[src/rtl/entropy_health.sv]
// Online health tests (repetition-count and adaptive-proportion) for a raw 8-bit
// noise source. Samples are forwarded only in RUN, after a clean startup sequence.
module entropy_health #(
    parameter int RCT_CUTOFF      = 8,
    parameter int APT_WINDOW      = 64,
    parameter int APT_CUTOFF      = 24,
    parameter int STARTUP_SAMPLES = 128
) (
    input  logic       clk,
    input  logic       rst,
    input  logic       enable_i,
    input  logic [7:0] raw_i,
    input  logic       raw_valid_i,
    output logic [7:0] data_o,
    output logic       valid_o,
    output logic [1:0] error_o
);

    localparam int REP_W = $clog2(RCT_CUTOFF) + 1;
    localparam int APT_W = $clog2(APT_CUTOFF) + 1;
    localparam int WIN_W = $clog2(APT_WINDOW) + 1;
    localparam int SU_W  = $clog2(STARTUP_SAMPLES) + 1;

    localparam logic [REP_W-1:0] REP_MAX = REP_W'(RCT_CUTOFF);
    localparam logic [APT_W-1:0] APT_MAX = APT_W'(APT_CUTOFF);
    localparam logic [WIN_W-1:0] WIN_LEN = WIN_W'(APT_WINDOW);
    localparam logic [SU_W-1:0]  SU_LEN  = SU_W'(STARTUP_SAMPLES);

    localparam logic [1:0] ERR_OK      = 2'b00;
    localparam logic [1:0] ERR_PENDING = 2'b01;
    localparam logic [1:0] ERR_WAIT    = 2'b10;

    typedef enum logic [1:0] {
        ST_IDLE,
        ST_STARTUP,
        ST_RUN,
        ST_WAIT
    } state_t;

    state_t             state_q, state_d;
    logic [7:0]         last_q, last_d;
    logic [REP_W-1:0]   rep_q, rep_d;
    logic [7:0]         ref_q, ref_d;
    logic [APT_W-1:0]   match_q, match_d;
    logic [WIN_W-1:0]   win_q, win_d;
    logic [SU_W-1:0]    su_q, su_d;
    logic [7:0]         data_q, data_d;
    logic               valid_q, valid_d;
    logic [1:0]         err_q, err_d;

    // Candidate test state if the current sample were committed
    logic               accept;
    logic [REP_W-1:0]   rep_upd;
    logic [7:0]         ref_upd;
    logic [APT_W-1:0]   match_upd;
    logic [WIN_W-1:0]   win_inc;
    logic [WIN_W-1:0]   win_upd;
    logic               win_end;
    logic               rct_fail;
    logic               apt_fail;
    logic [SU_W-1:0]    su_inc;

    always_comb begin
        accept = raw_valid_i && enable_i;

        // rep_q == 0 means no previous sample since the tests were last cleared
        if ((rep_q != '0) && (raw_i == last_q)) begin
            rep_upd = (rep_q >= REP_MAX) ? rep_q : rep_q + 1'b1;
        end else begin
            rep_upd = REP_W'(1);
        end
        rct_fail = (rep_upd >= REP_MAX);

        if (win_q == '0) begin
            ref_upd   = raw_i;
            match_upd = APT_W'(1);
        end else begin
            ref_upd   = ref_q;
            match_upd = ((raw_i == ref_q) && (match_q < APT_MAX)) ? match_q + 1'b1 : match_q;
        end
        apt_fail = (match_upd >= APT_MAX);
        win_inc  = win_q + 1'b1;
        win_end  = (win_inc == WIN_LEN);
        win_upd  = win_end ? '0 : win_inc;

        su_inc = su_q + 1'b1;
    end

    always_comb begin
        state_d = state_q;
        last_d  = last_q;
        rep_d   = rep_q;
        ref_d   = ref_q;
        match_d = match_q;
        win_d   = win_q;
        su_d    = su_q;
        data_d  = data_q;
        valid_d = 1'b0;

        if (!enable_i) begin
            state_d = ST_IDLE;
            last_d  = '0;
            rep_d   = '0;
            ref_d   = '0;
            match_d = '0;
            win_d   = '0;
            su_d    = '0;
        end else begin
            unique case (state_q)
                ST_IDLE: begin
                    state_d = ST_STARTUP;
                end

                ST_STARTUP: begin
                    if (accept) begin
                        if (rct_fail || apt_fail) begin
                            last_d  = '0;
                            rep_d   = '0;
                            ref_d   = '0;
                            match_d = '0;
                            win_d   = '0;
                            su_d    = '0;
                        end else begin
                            last_d  = raw_i;
                            rep_d   = rep_upd;
                            ref_d   = ref_upd;
                            match_d = match_upd;
                            win_d   = win_upd;
                            if (su_inc == SU_LEN) begin
                                state_d = ST_RUN;
                                su_d    = '0;
                            end else begin
                                su_d = su_inc;
                            end
                        end
                    end
                end

                ST_RUN: begin
                    if (accept) begin
                        if (rct_fail || apt_fail) begin
                            state_d = rct_fail ? ST_STARTUP : ST_WAIT;
                            last_d  = '0;
                            rep_d   = '0;
                            ref_d   = '0;
                            match_d = '0;
                            win_d   = '0;
                            su_d    = '0;
                        end else begin
                            last_d  = raw_i;
                            rep_d   = rep_upd;
                            ref_d   = ref_upd;
                            match_d = match_upd;
                            win_d   = win_upd;
                            data_d  = raw_i;
                            valid_d = 1'b1;
                        end
                    end
                end

                ST_WAIT: begin
                    if (accept) begin
                        if (rct_fail) begin
                            state_d = ST_STARTUP;
                            last_d  = '0;
                            rep_d   = '0;
                            ref_d   = '0;
                            match_d = '0;
                            win_d   = '0;
                            su_d    = '0;
                        end else if (apt_fail) begin
                            // Repetition history survives; only the window restarts
                            last_d  = raw_i;
                            rep_d   = rep_upd;
                            ref_d   = '0;
                            match_d = '0;
                            win_d   = '0;
                        end else begin
                            last_d  = raw_i;
                            rep_d   = rep_upd;
                            ref_d   = ref_upd;
                            match_d = match_upd;
                            win_d   = win_upd;
                            if (win_end) begin
                                state_d = ST_RUN;
                            end
                        end
                    end
                end

                default: begin
                    state_d = ST_IDLE;
                end
            endcase
        end

        unique case (state_d)
            ST_RUN:  err_d = ERR_OK;
            ST_WAIT: err_d = ERR_WAIT;
            default: err_d = ERR_PENDING;
        endcase
    end

    always_ff @(posedge clk) begin
        if (rst) begin
            state_q <= ST_IDLE;
            last_q  <= '0;
            rep_q   <= '0;
            ref_q   <= '0;
            match_q <= '0;
            win_q   <= '0;
            su_q    <= '0;
            data_q  <= '0;
            valid_q <= 1'b0;
            err_q   <= ERR_PENDING;
        end else begin
            state_q <= state_d;
            last_q  <= last_d;
            rep_q   <= rep_d;
            ref_q   <= ref_d;
            match_q <= match_d;
            win_q   <= win_d;
            su_q    <= su_d;
            data_q  <= data_d;
            valid_q <= valid_d;
            err_q   <= err_d;
        end
    end

    assign data_o  = data_q;
    assign valid_o = valid_q;
    assign error_o = err_q;

endmodule
[config.mk]
export PLATFORM = sky130hd
export DESIGN_NAME = entropy_health
export DESIGN_NICKNAME = d
export VERILOG_FILES = /design/src/rtl/entropy_health.sv
export SDC_FILE = /design/constraint.sdc
export NUM_CORES = 1
export LEC_CHECK = 0
export CAP_MARGIN = 20
export CORE_MARGIN = 3
export CORE_UTILIZATION = 65
export CTS_BUF_LIST = sky130_fd_sc_hd__clkbuf_16
export CTS_CLUSTER_SIZE = 8
export DETAILED_ROUTE_END_ITERATION = 8
export DONT_BUFFER_PORTS = 1
export GPL_TIMING_DRIVEN = 0
export PLACE_DENSITY = 0.91
export SLEW_MARGIN = 20
export SYNTH_ARGS = -nofsm -noshare
export SYNTH_HDL_FRONTEND = slang
export SYNTH_SLANG_ARGS = --single-unit
[constraint.sdc]
create_clock -name clk -period 6.5 [get_ports clk]
set_input_delay 0.975 -clock clk [delete_from_list [all_inputs] [get_ports clk]]
set_output_delay 0.975 -clock clk [all_outputs]
set_load 0.1 [all_outputs]
==> reports/results.tsv <==
metric	value	unit
postSynthAreaPerCell	8.622	um2
tightestPinTransition	985.9	ps
grt_pass1_wl	11320	um
fin_crit_sh	45.45	%
synthesis.nets	353	
gp_congestion	0.9203	
max-cap-violations	0	
crit_type	in -> reg	
ioPinCount	23	
intPower	0.4839	mW
grt_max_degree	18	
clk-insertion-delay-late	290	ps
place_inst	381	
port_buffers	0	
timing.slew.headroom	34.19	%
antenna_left	0	
seq_area_frac_synth	37.88	%
total_power	0.6256	mW
rsz0062_at_grt	false	
antenna_cells	0	
synth_flop_cell	dfxtp_1	
final_nets	360	
drv_slew	0	
start_util	69.35	%
die_w	72.26	um
syn_inst	331	
syn_to_final_growth	7.321	%
synth_xor_area_share	5.217	%
die_h	72.26	um
r2r_start	state_q[0]	
yosys.area_share.simple	26.96	%
cts_root_buffer	clkbuf_16	
yosysWarnings	0	
synth_mux_area_share	3.507	%
grt_pass1_vias	2424	
grt_util_all_layers	27.61	%
drt_first_pass_iters	5	
fin_setup_tns	0	ps
drc	0	
power_leakage	1.127	nW
sw_frac_of_total	22.65	%
min_path_type	reg -> reg	
vias	2536	
finalClockSkew	7.019	ps
synthDistinctLibCells	52	
cts_tree	built	
status	completed	
htreeDepth	2	
r2r_slack	3650	ps
core_area	0.004115	mm2
sequentialPowerShare	53.2	%
ctsResizeCount	0	
totalWireLength	6814	um
crit_path_start	raw_i[6]	
post-cts-setup-buffers	0	
async_flop_share	0	%
syn_area	0.002854	mm2
grt.overflow.total	0	
fp-row-count	23	
arrival	3140	ps
cts.sinks	54	
synth_compound_area_share	19.07	%
final_cells	389	
timing_hold_violations_final	0	
ir_drop	0.1620	mV
setup_viol	0	
clk_pin_slew_worst_paths	70	ps
clkPwrFrac	42.6	%
fmax	338.5	MHz
p_sw	0.1417	mW
vias_per_cell	6.519	
hold_buffers	0	
required	6690	ps
wl_per_cell	17.52	um
synth_top_area_share	37.88	%
post-dp-hpwl	4619	um
antenna_found_initial	0	
crit_end	su_q[2]	
worstSetupStartpointType	input port	
synth_top_area_cell	dfxtp_1	
pwr-share-comb	4.2	%
worst-r2r-cell-count	9	
detail_route.iter0.violations	306	
die_area	0.005222	mm2
synth.area.top_cells	dfxtp_1 38%, nor2_1 5.5%, ha_1 4.4%, mux2i_1 3.5%, nand2_1 3.3%	
cts_buffer_depth	2	
crit_fanout	8	
cts_buffers	5	
synth_top_family_by_area	simple AND/OR/NAND/NOR gates	
yosys.area_share.adder	4.384	%
layout-drive-gt1-share	6.490	%
worstSetupEndpointType	flop	
power.density	204.3	mW/mm2
r2r-end	last_q[1]	
finalCriticalPeriod	2954	ps
synth_edf_count	0	
synth-seq-cells	54	
synthesized netlist by cell type (all sizes together) (5+ instances only):
master,instances
nand4,10
xor2,8
or3,6
xnor2,9
nor2,42
clkbuf,11
and3,5
dfxtp,54
a22oi,10
a21oi,18
nor3,11
mux2i,10
nand3,14
o21ai,10
a22o,9
nand2,25
inv,9
ha,10
worst max-delay path, cell delays in order:
cell	delay (ps)
xor2_1	150
nor4_4	470
nand4_1	440
a211o_1	440
o2bb2ai_1	270
o21bai_1	220
a21o_1	170
power groups by stage:
stage	Sequential (mW)	Combinational, mW	Clock [mW]
6_report	0.333	0.0263	0.266
5_1_grt	0.333	0.0289	0.278
4_1_cts	0.333	0.0258	0.268
3_5_place_dp	0.341	0.0254	0
3_3_place_gp	0.341	0.0249	0
2_1_floorplan	0.340	0.0199	0
registers in the layout (all words and copies together), names as in the netlist:
| register | flops |
|---|---|
| data_o | 8 |
| last_q | 8 |
| ref_q | 8 |
| su_q | 8 |
| win_q | 7 |
| match_q | 6 |
| rep_q | 4 |
| error_o | 2 |
| state_q | 2 |
| valid_o | 1 |
how the worst min path moves through the flow:
stage / from / to / slack (ps) / cells past startpoint
global route: ref_q[4] / ref_q[4] / 520 / 1
CTS: match_q[5] / match_q[5] / 490 / 1
detailed placement: match_q[5] / match_q[5] / 480 / 1
global placement: su_q[1] / su_q[1] / 470 / 2
floorplan: su_q[1] / su_q[1] / 450 / 2
finish: match_q[5] / match_q[5] / 490 / 1
placed cells by master (no fill, tap or decap), drive strengths merged, types with 5 or more instances in the layout:
cell type / instances
clkbuf: 16
xor2: 8
mux2i: 10
o21ai: 10
dfxtp: 54
a22o: 9
nand4: 10
nor3: 11
a22oi: 10
ha: 10
inv: 9
and3: 5
xnor2: 9
a21oi: 18
nor2: 42
or3: 6
nand3: 14
nand2: 25
through the flow:
stage               setup WS, ps  hold WS [ps]  instance area, um2  util [%]
floorplan                   3703         451.6                2854         -
global placement            3413         467.9                2917     70.87
detailed placement          3363         476.1                2917     70.87
CTS                         3640         485.9                3063     74.43
global route                3390         519.1                3063     74.43
finish                      3546         492.2                3063     74.43
metal layers:
layer / global-route usage, % / wire, um / up-vias
li1: - / - / 1212
met3: 4.432 / 539 / 15
met1: 37.54 / 2907 / 1191
met5: 0 / 0 / -
met4: 12.53 / 129 / 0
met2: 43.07 / 3237 / 118
kinds of logic (layout without fill, tap and decap cells):
family,Yosys count,in the layout
compound gates,74,74
xor+xnor,17,17
fa+ha+maj,10,10
buf+inv,22,30
flops,54,54
mux,10,10
simple gates,144,144
final cells by class:
cell class / count / area, um2
multi-input combinational: 255 / 1688
sequential: 54 / 1081
fill: 296 / 1052
clock buffer: 5 / 125.1
tap: 50 / 62.56
buffer: 13 / 51.30
inverter: 9 / 33.78
clock inverter: 3 / 21.27
(Power assumes the default switching activity.)
